**config.mk**
```make
export PLATFORM = sky130hd
export DESIGN_NAME = pwm_array
export DESIGN_NICKNAME = d
export VERILOG_FILES = /design/src/rtl/pwm_array.sv
export SDC_FILE = /design/constraint.sdc
export NUM_CORES = 1
export LEC_CHECK = 0
export CAP_MARGIN = 20
export CORE_MARGIN = 2
export CORE_UTILIZATION = 45
export DETAILED_ROUTE_END_ITERATION = 8
export HOLD_SLACK_MARGIN = 0.12
export PLACE_DENSITY = 0.66
export SLEW_MARGIN = 20
export SYNTH_ARGS = -nofsm -noshare
export SYNTH_HDL_FRONTEND = slang
export SYNTH_SLANG_ARGS = --single-unit
```
**constraint.sdc**
```tcl
create_clock -name clk_in -period 6.5 [get_ports clk_in]
set_input_delay 0.65 -clock clk_in [delete_from_list [all_inputs] [get_ports clk_in]]
set_output_delay 0.65 -clock clk_in [all_outputs]
set_load 0.01 [all_outputs]
```
**src/rtl/pwm_array.sv**
```systemverilog
// pwm_array: multi-channel PWM generator with brightness scaling and period-aligned duty updates
module pwm_array #(
  parameter int SYS_CLK_FREQ = 100_000_000,
  parameter int PWM_FREQ = 20_480,
  parameter int BIT_W = 8,
  parameter int CHANNELS = 3,
  parameter int STAGGER = 0
) (
  input logic clk_in,
  input logic n_reset_in,
  input logic enable_in,
  input logic [CHANNELS*BIT_W-1:0] duty_in,
  input logic duty_valid_in,
  output logic duty_ready_out,
  input logic [BIT_W-1:0] brightness_in,
  output logic [CHANNELS-1:0] pwm_out,
  output logic period_start_out
);
  localparam longint UC_RAW = longint'(SYS_CLK_FREQ) / (longint'(PWM_FREQ) << BIT_W);
  localparam int UC = UC_RAW < 1 ? 1 : int'(UC_RAW);
  localparam int PW = UC > 1 ? $clog2(UC) : 1;
  localparam int OFS = (1 << BIT_W) / CHANNELS;
  logic [PW-1:0] presc;
  logic [BIT_W-1:0] phase, bright;
  logic [CHANNELS*BIT_W-1:0] pend, act;
  logic flag, en_q, start_q, tick, bnd, apply, accept;
  logic [CHANNELS-1:0] pwm_d;
  always_comb begin
    tick = enable_in && presc == PW'(UC - 1);
    bnd = tick && &phase;
    apply = enable_in ? bnd : 1'b1;
    accept = duty_valid_in && !flag;
  end
  assign duty_ready_out = !flag;
  assign period_start_out = n_reset_in && enable_in && (start_q || !en_q);
  for (genvar g = 0; g < CHANNELS; g++) begin : ch
    logic [BIT_W-1:0] d, e, p;
    logic [2*BIT_W-1:0] prod;
    assign d = act[g*BIT_W +: BIT_W];
    assign prod = {{BIT_W{1'b0}}, d} * {{BIT_W{1'b0}}, bright};
    assign e = &bright ? d : prod[2*BIT_W-1:BIT_W];
    assign p = phase + (STAGGER != 0 ? BIT_W'(g * OFS) : BIT_W'(0));
    assign pwm_d[g] = e == '0 ? 1'b0 : &e ? 1'b1 : p < e;
  end
  always_ff @(posedge clk_in) begin
    if (!n_reset_in) begin
      presc <= '0;
      phase <= '0;
      pend <= '0;
      act <= '0;
      bright <= '0;
      flag <= 1'b0;
      en_q <= 1'b0;
      start_q <= 1'b0;
      pwm_out <= '0;
    end else begin
      presc <= tick || !enable_in ? '0 : presc + 1'b1;
      phase <= !enable_in ? '0 : phase + BIT_W'(tick);
      en_q <= enable_in;
      start_q <= bnd;
      pwm_out <= enable_in ? pwm_d : '0;
      if (apply) bright <= brightness_in;
      if (apply && flag) act <= pend;
      if (accept) pend <= duty_in;
      flag <= accept || (flag && !apply);
    end
  end
endmodule

```
==> results of run 1 <==
[worst max-delay path by stage]
stage	start	endpoint	slack, ns	depth (start not counted)
final	bright[2]	pwm_out[2]	0.29	25
after global routing	bright[7]	pwm_out[0]	-0.02	27
after CTS	bright[4]	pwm_out[0]	0.008	26
after detailed placement	bright[3]	pwm_out[0]	-0.04	26
after global placement	bright[2]	pwm_out[0]	0.06	27
after floorplan	bright[7]	pwm_out[2]	0.27	25
[layer usage]
metal / wire [um] / GRT usage, % / vias up / share of wire [%]
li1: - / - / 3651 / -
met1: 10000 / 29.5 / 3533 / 46
met2: 10400 / 35.5 / 139 / 48
met3: 893 / 1.77 / 14 / 4.1
met4: 249 / 4.14 / 0 / 1.2
met5: 0 / 0 / - / 0
[logic make-up (layout without fill, tap and decap cells)]
| group | count (synthesis) | in the layout | share of synthesized area (%) |
|---|---|---|---|
| AND/OR/NAND/NOR | 421 | 421 | 22.7 |
| adder cells (fa/ha/maj) | 228 | 228 | 38.4 |
| buffers and inverters | 191 | 253 | 7.70 |
| AO/OA/AOI/OAI | 139 | 139 | 10.8 |
| flip-flops | 75 | 75 | 15.9 |
| XOR/XNOR | 24 | 24 | 2.22 |
| multiplexers | 20 | 20 | 2.25 |
[tightest hold or removal path, delay by kind of cell, from the launching register on]
family	cells	cell delay, ns
compound gates	1	0.06
flops	1	0.31
simple gates	1	0.05
[Yosys cell counts, drive strengths merged (9+ instances only)]
| cell | number |
|---|---|
| a211oi | 9 |
| and3 | 9 |
| buf | 11 |
| nor3 | 9 |
| inv | 144 |
| a21oi | 20 |
| nor2b | 9 |
| nor2 | 30 |
| dfxtp | 75 |
| a21o | 9 |
| fa | 105 |
| xnor2 | 13 |
| clkbuf | 36 |
| o21ai | 15 |
| a21boi | 49 |
| nand2 | 158 |
| xor2 | 11 |
| and2 | 162 |
| ha | 118 |
| nand3 | 18 |
| mux2i | 20 |
[area by class of cell]
type | count | area (sq um) | area share (%)
repair buffers | 93 | 815 | 7.54
clock buffers | 9 | 225 | 2.09
inverters | 144 | 541 | 5.00
flip-flops and latches | 75 | 1530 | 14.2
clock inverters | 7 | 58.8 | 0.544
multi-input cells | 832 | 7280 | 67.4
well taps | 275 | 344 | 3.19
[flip-flops by register name, indices dropped and copies added, names as in the netlist]
register and count:
act 24, pend 24, bright 8, phase 8, presc 5, pwm_out 3
en_q 1, flag 1, start_q 1
[power groups by stage]
stage	logic, mW	clock network, mW	registers (mW)
final	0.131	0.472	0.495
after global routing	0.147	0.505	0.497
after CTS	0.129	0.482	0.496
after detailed placement	0.129	0	0.506
after global placement	0.128	0	0.505
after floorplan	0.0749	0	0.494
[timing repair]
item | in CTS | in global routing
buffers inserted | 0 | 6
pin swaps | 0 | 13
resized for setup | 3 | 34
hold buffers | 0 | 0
setup endpoints to repair | 3 | 3
==> reports/qor.yml, run 1 <==
synth:
  synth_area_leader_cell: "fa_1"
  syn_inst: 1098
  synth_area_leaders: "fa_1, dfxtp_1, ha_1"
  netlist_area_sq_um: 9450
  synth_flop_cell: "dfxtp_1"
  async_flop_share_pct: 0
  synth_edf_count: 0
  ys_warn_count: 0
  synthDistinctLibCells: 61
  syn-num-nets: 1357
  ys_seq_area_share_pct: 15.9
  synth.top_cell.area_share_pct: 22.2
  avgSynthCellArea_sq_um: 8.61
  ys_ff_latch: 75
critical_path:
  max_stage_delay_ns: 0.54
  reg2reg_to: "pwm_out[2]"
  rr_worst_depth: 25
  endpoint_kind: "register"
  crit_slowest_cell: "fa_1"
  required_ns: 6.76
  reg2reg_from: "bright[2]"
  cp-start-kind: "register"
  criticalPathCategory: "register to register"
  cp_common_cell: "fa_1"
  crit_family: "adder cells"
  worst-path-buf-inv: 3
  cp.arrival_ns: 6.46
  reg2reg_slack_ns: 0.29
  crit_fanout: 16
timing:
  tns_ns: 0
  skew_ns: 0.00659
  post-route-min-period_ns: 6.21
  hold_ws_ns: 0.454
  final-setup-viol-count: 0
  rsz0062_at_grt: "yes"
  period_share_pct: 95.5
  setup_ws_ns: 0.293
  tightest_slew_ns: 0.858
  max_freq_mhz: 161
  slew_headroom_pct: 42.6
  hold_violations: 0
  drv_slew: 0
power_and_ir_drop:
  pwr-share-seq_pct: 45.1
  leakagePower_nw: 5.49
  p_sw_mw: 0.294
  ir_drop_mv: 0.170
  power.internal_mw: 0.804
  p_total_mw: 1.10
  p_per_area_nw_per_um2: 102
  share_comb_of_total_power_pct: 11.9
  swShare_pct: 26.7
  p_clk_share_pct: 43.0
cts:
  worst_setup_hold_path_clk_slew_ns: 0.06
  cts_root_buffer: "clkbuf_16"
  worstSkewPairLatency_ns: 0.33
  cts.htree.levels: 3
  cts_buffer_depth: 2
  cts_buffers: 9
  cts.sinks: 75
  cts_tree: "done"
worst_hold_path:
  hp-class: "register to register"
  min_from: "pend[17]"
  hold_end: "act[17]"
  hold_depth: 2
die:
  io_pins: 41
  die-width_um: 149
  die_area_sq_um: 22200
  rows: 53
  core_region_area_sq_um: 20800
  die_height_um: 149
  start_util_pct: 45.4
finish:
  design_area_sq_um: 10800
  final_nets: 1414
  finalNonFillerCells: 1435
  nFillCells: 2006
  layout_common_cells: "and2_1, nand2_1, inv_1"
  antenna_cells_inserted: 0
  layout_commonest_cell: "and2_1"
  postLayoutCoreUtil_pct: 51.9
  drive_above_1_share_pct: 9.66
  area_growth_pct: 14.3
detailed_routing:
  wl_um: 21600
  drtPass1Iterations: 4
  drtAntennaViolNets: 0
  drt_iter0_markers: 294
  viasPerCell: 5.11
  via_count: 7337
  wl_per_cell_um: 15.0
  drcViolationCount: 0
placed_design:
  place_area_sq_um: 10400
  place_ws_ns: -0.0449
  portBuffers: 40
  dp.cells: 1413
  place_congestion: 0.849
  hpwl_um: 17400
global_route:
  grt_pass1_vias: 7506
  antenna_found_initial: 0
  grt-ovfl-total: 0
  grt_max_degree: 62
  grt_pass1_wl_um: 37500
  track_usage_pct: 21.0
run:
  max-cap-violations: 0
run_status:
  status: "complete, no violations"
(Power assumes the default switching activity.)
==> run 2: changes to the inputs <==
--- a/config.mk
+++ b/config.mk
@@ -9,8 +9,9 @@
 export CORE_MARGIN = 2
 export CORE_UTILIZATION = 45
 export DETAILED_ROUTE_END_ITERATION = 8
+export DONT_BUFFER_PORTS = 1
 export HOLD_SLACK_MARGIN = 0.12
-export PLACE_DENSITY = 0.66
+export PLACE_DENSITY = 0.63
 export SLEW_MARGIN = 20
 export SYNTH_ARGS = -nofsm -noshare
 export SYNTH_HDL_FRONTEND = slang
==> reports/qor.yml, run 2 (same netlist as run 1, synthesis figures left out) <==
detailed_routing:
  wl_um: 21400  # -0.49%
  via_count: 7191  # -2.0%
  drtPass1Iterations: 5  # +1
  viasPerCell: 5.15  # +0.68%
  wl_per_cell_um: 15.4  # +2.2%
  drtAntennaViolNets: 0  # unchanged
  drt_iter0_markers: 298  # +1.4%
  drcViolationCount: 0  # unchanged
cts:
  cts.sinks: 75  # unchanged
  cts_buffers: 9  # unchanged
  worstSkewPairLatency_ns: 0.34  # about the same
  worst_setup_hold_path_clk_slew_ns: 0.06  # about the same
  cts_buffer_depth: 2  # unchanged
  cts_tree: "done"
  cts_root_buffer: "clkbuf_16"
  hold_buffers: 0  # unchanged
  cts.htree.levels: 3  # unchanged
critical_path:
  cp.arrival_ns: 6.49  # +0.03 ns
  required_ns: 6.77  # about the same
  crit_fanout: 8  # -8
  crit_slowest_cell: "fa_1"
  cp_common_cell: "fa_1"
  criticalPathCategory: "register to register"
  cp-start-kind: "register"
  endpoint_kind: "register"
  max_stage_delay_ns: 0.53  # about the same
global_route:
  grt_max_degree: 62  # unchanged
  antenna_found_initial: 0  # unchanged
  grt_pass1_wl_um: 36400  # -2.7%
  grt_pass1_vias: 7383  # -1.6%
  grt-ovfl-total: 0  # unchanged
  track_usage_pct: 20.5  # -0.44 points
timing:
  tightest_slew_ns: 0.873  # +0.0144 ns
  slew_headroom_pct: 41.7  # -0.96 points
  hold_violations: 0  # unchanged
  post-route-min-period_ns: 6.22  # +0.0161 ns
  skew_ns: 0.00678  # +0.000192 ns
  final-setup-viol-count: 0  # unchanged
  period_share_pct: 95.7  # +0.25 points
  max_freq_mhz: 161  # -0.26%
  tns_ns: 0  # unchanged
  drv_slew: 0  # unchanged
  rsz0062_at_grt: "yes"
power_and_ir_drop:
  leakagePower_nw: 5.37  # -2.2%
  p_per_area_nw_per_um2: 111  # +8.9%
  ir_drop_mv: 0.186  # +9.2%
die:
  core_region_area_sq_um: 20800  # unchanged
  die_area_sq_um: 22200  # unchanged
  rows: 53  # unchanged
  die_height_um: 149  # unchanged
  io_pins: 41  # unchanged
  start_util_pct: 45.4  # unchanged
  die-width_um: 149  # unchanged
worst_hold_path:
  hp-class: "input port to register"
placed_design:
  place_area_sq_um: 9990  # -3.7%
  hpwl_um: 17200  # -1.4%
  portBuffers: 0  # -100%
  place_congestion: 0.836  # -1.6%
finish:
  layout_common_cells: "and2_1, nand2_1, inv_1"
  final_nets: 1376  # -2.7%
  drive_above_1_share_pct: 10.1  # +0.42 points
  area_growth_pct: 10.7
  design_area_sq_um: 10500  # -3.1%
  antenna_cells_inserted: 0  # unchanged
  reg.largest.list: "act: 24 flops, pend: 24 flops"
  layout_commonest_cell: "and2_1"
run_status:
  status: "complete, no violations"
run:
  max-cap-violations: 0  # unchanged
[run 2: changes by cell type in the layout (fill, tap and decap cells not counted), sizes merged]
cell           change
bufinv             +2
buf                +2
clkinv             -2
clkdlybuf4s50     -40
[run 2: cell type report]
cell class,instances,area (sq um)
timing repair buffer,55,425
clock inverter,7,105
tap,275,344
inverter,144,541
fill,2000,10400
sequential,75,1530
clock buffer,9,225
multi-input combinational,832,7290
[run 2: path summary, 6_finish.rpt]
check | cells after the start | to | from | slack [ns]
worst min-delay path | 1 | flag | n_reset_in | 0.43
worst max-delay path | 25 | pwm_out[2] | bright[2] | 0.28
worst max register to register | 25 | pwm_out[2] | bright[2] | 0.28
worst min register to register | 2 | act[18] | pend[18] | 0.46
[run 2: report_power, final]
part | leakage [nW] | total (mW) | switching, mW | internal, mW
Sequential | 0.618 | 0.494 | 0.0199 | 0.474
Clock | 0.159 | 0.561 | 0.218 | 0.343
Combinational | 4.60 | 0.103 | 0.0583 | 0.0447
Total | 5.37 | 1.16 | 0.296 | 0.862
[run 2: per-stage QoR]
stage / util (%) / cells / power, mW / hold WS (ns) / worst slack [ns]
global placement: 48.0 / 1375 / 0.606 / 0.447 / 0.0605
detailed placement: 48.0 / 1375 / 0.608 / 0.456 / -0.111
finish: 50.3 / 1397 / 1.16 / 0.433 / 0.277
global route: 50.3 / 1397 / 1.20 / 0.433 / -0.0486
floorplan: - / 1098 / 0.569 / 0.430 / 0.268
CTS: 49.6 / 1391 / 1.17 / 0.430 / 0.0225
[run 2: critical path: cells and delay by family (launching register included)]
family	cells	cell delay, ns
and+or+nand+nor	4	0.56
AOI/OAI and AO/OA	9	1.87
buffers and inverters	3	0.25
adders and majority gates	7	2.82
DFF	1	0.38
xor gates and xnor gates	1	0.14
muxes	1	0.13
[run 2: per-layer routing]
layer	vias up	track usage, %	part of all wire, %
met2	110	33.5	46
met5	-	0	0
met1	3485	28.7	49
met4	0	5.19	1.7
li1	3574	-	-
met3	22	3.00	3.6
[run 2: timing repair]
action,CTS,global route
resized for setup,6,28
setup buffers,0,6
endpoints found under the setup margin,2,3
cloned,0,0
pin swaps,1,17
==> run 3: changes to the inputs <==
--- a/config.mk
+++ b/config.mk
@@ -8,6 +8,7 @@
 export CAP_MARGIN = 20
 export CORE_MARGIN = 2
 export CORE_UTILIZATION = 45
+export CTS_CLUSTER_SIZE = 30
 export DETAILED_ROUTE_END_ITERATION = 8
 export DONT_BUFFER_PORTS = 1
 export HOLD_SLACK_MARGIN = 0.12
==> constraint.sdc (replaced) <==
create_clock -name clk_in -period 6.5 [get_ports clk_in]
set_input_delay 1.625 -clock clk_in [delete_from_list [all_inputs] [get_ports clk_in]]
set_output_delay 1.625 -clock clk_in [all_outputs]
set_load 0.01 [all_outputs]
==> results of run 3 <==
Same layout as run 2 (identical final DEF). Status: complete, no violations.
Among the figures that moved: hold slack 0.433 ns -> 0.458 ns; end point of the worst hold path flag -> act[18]
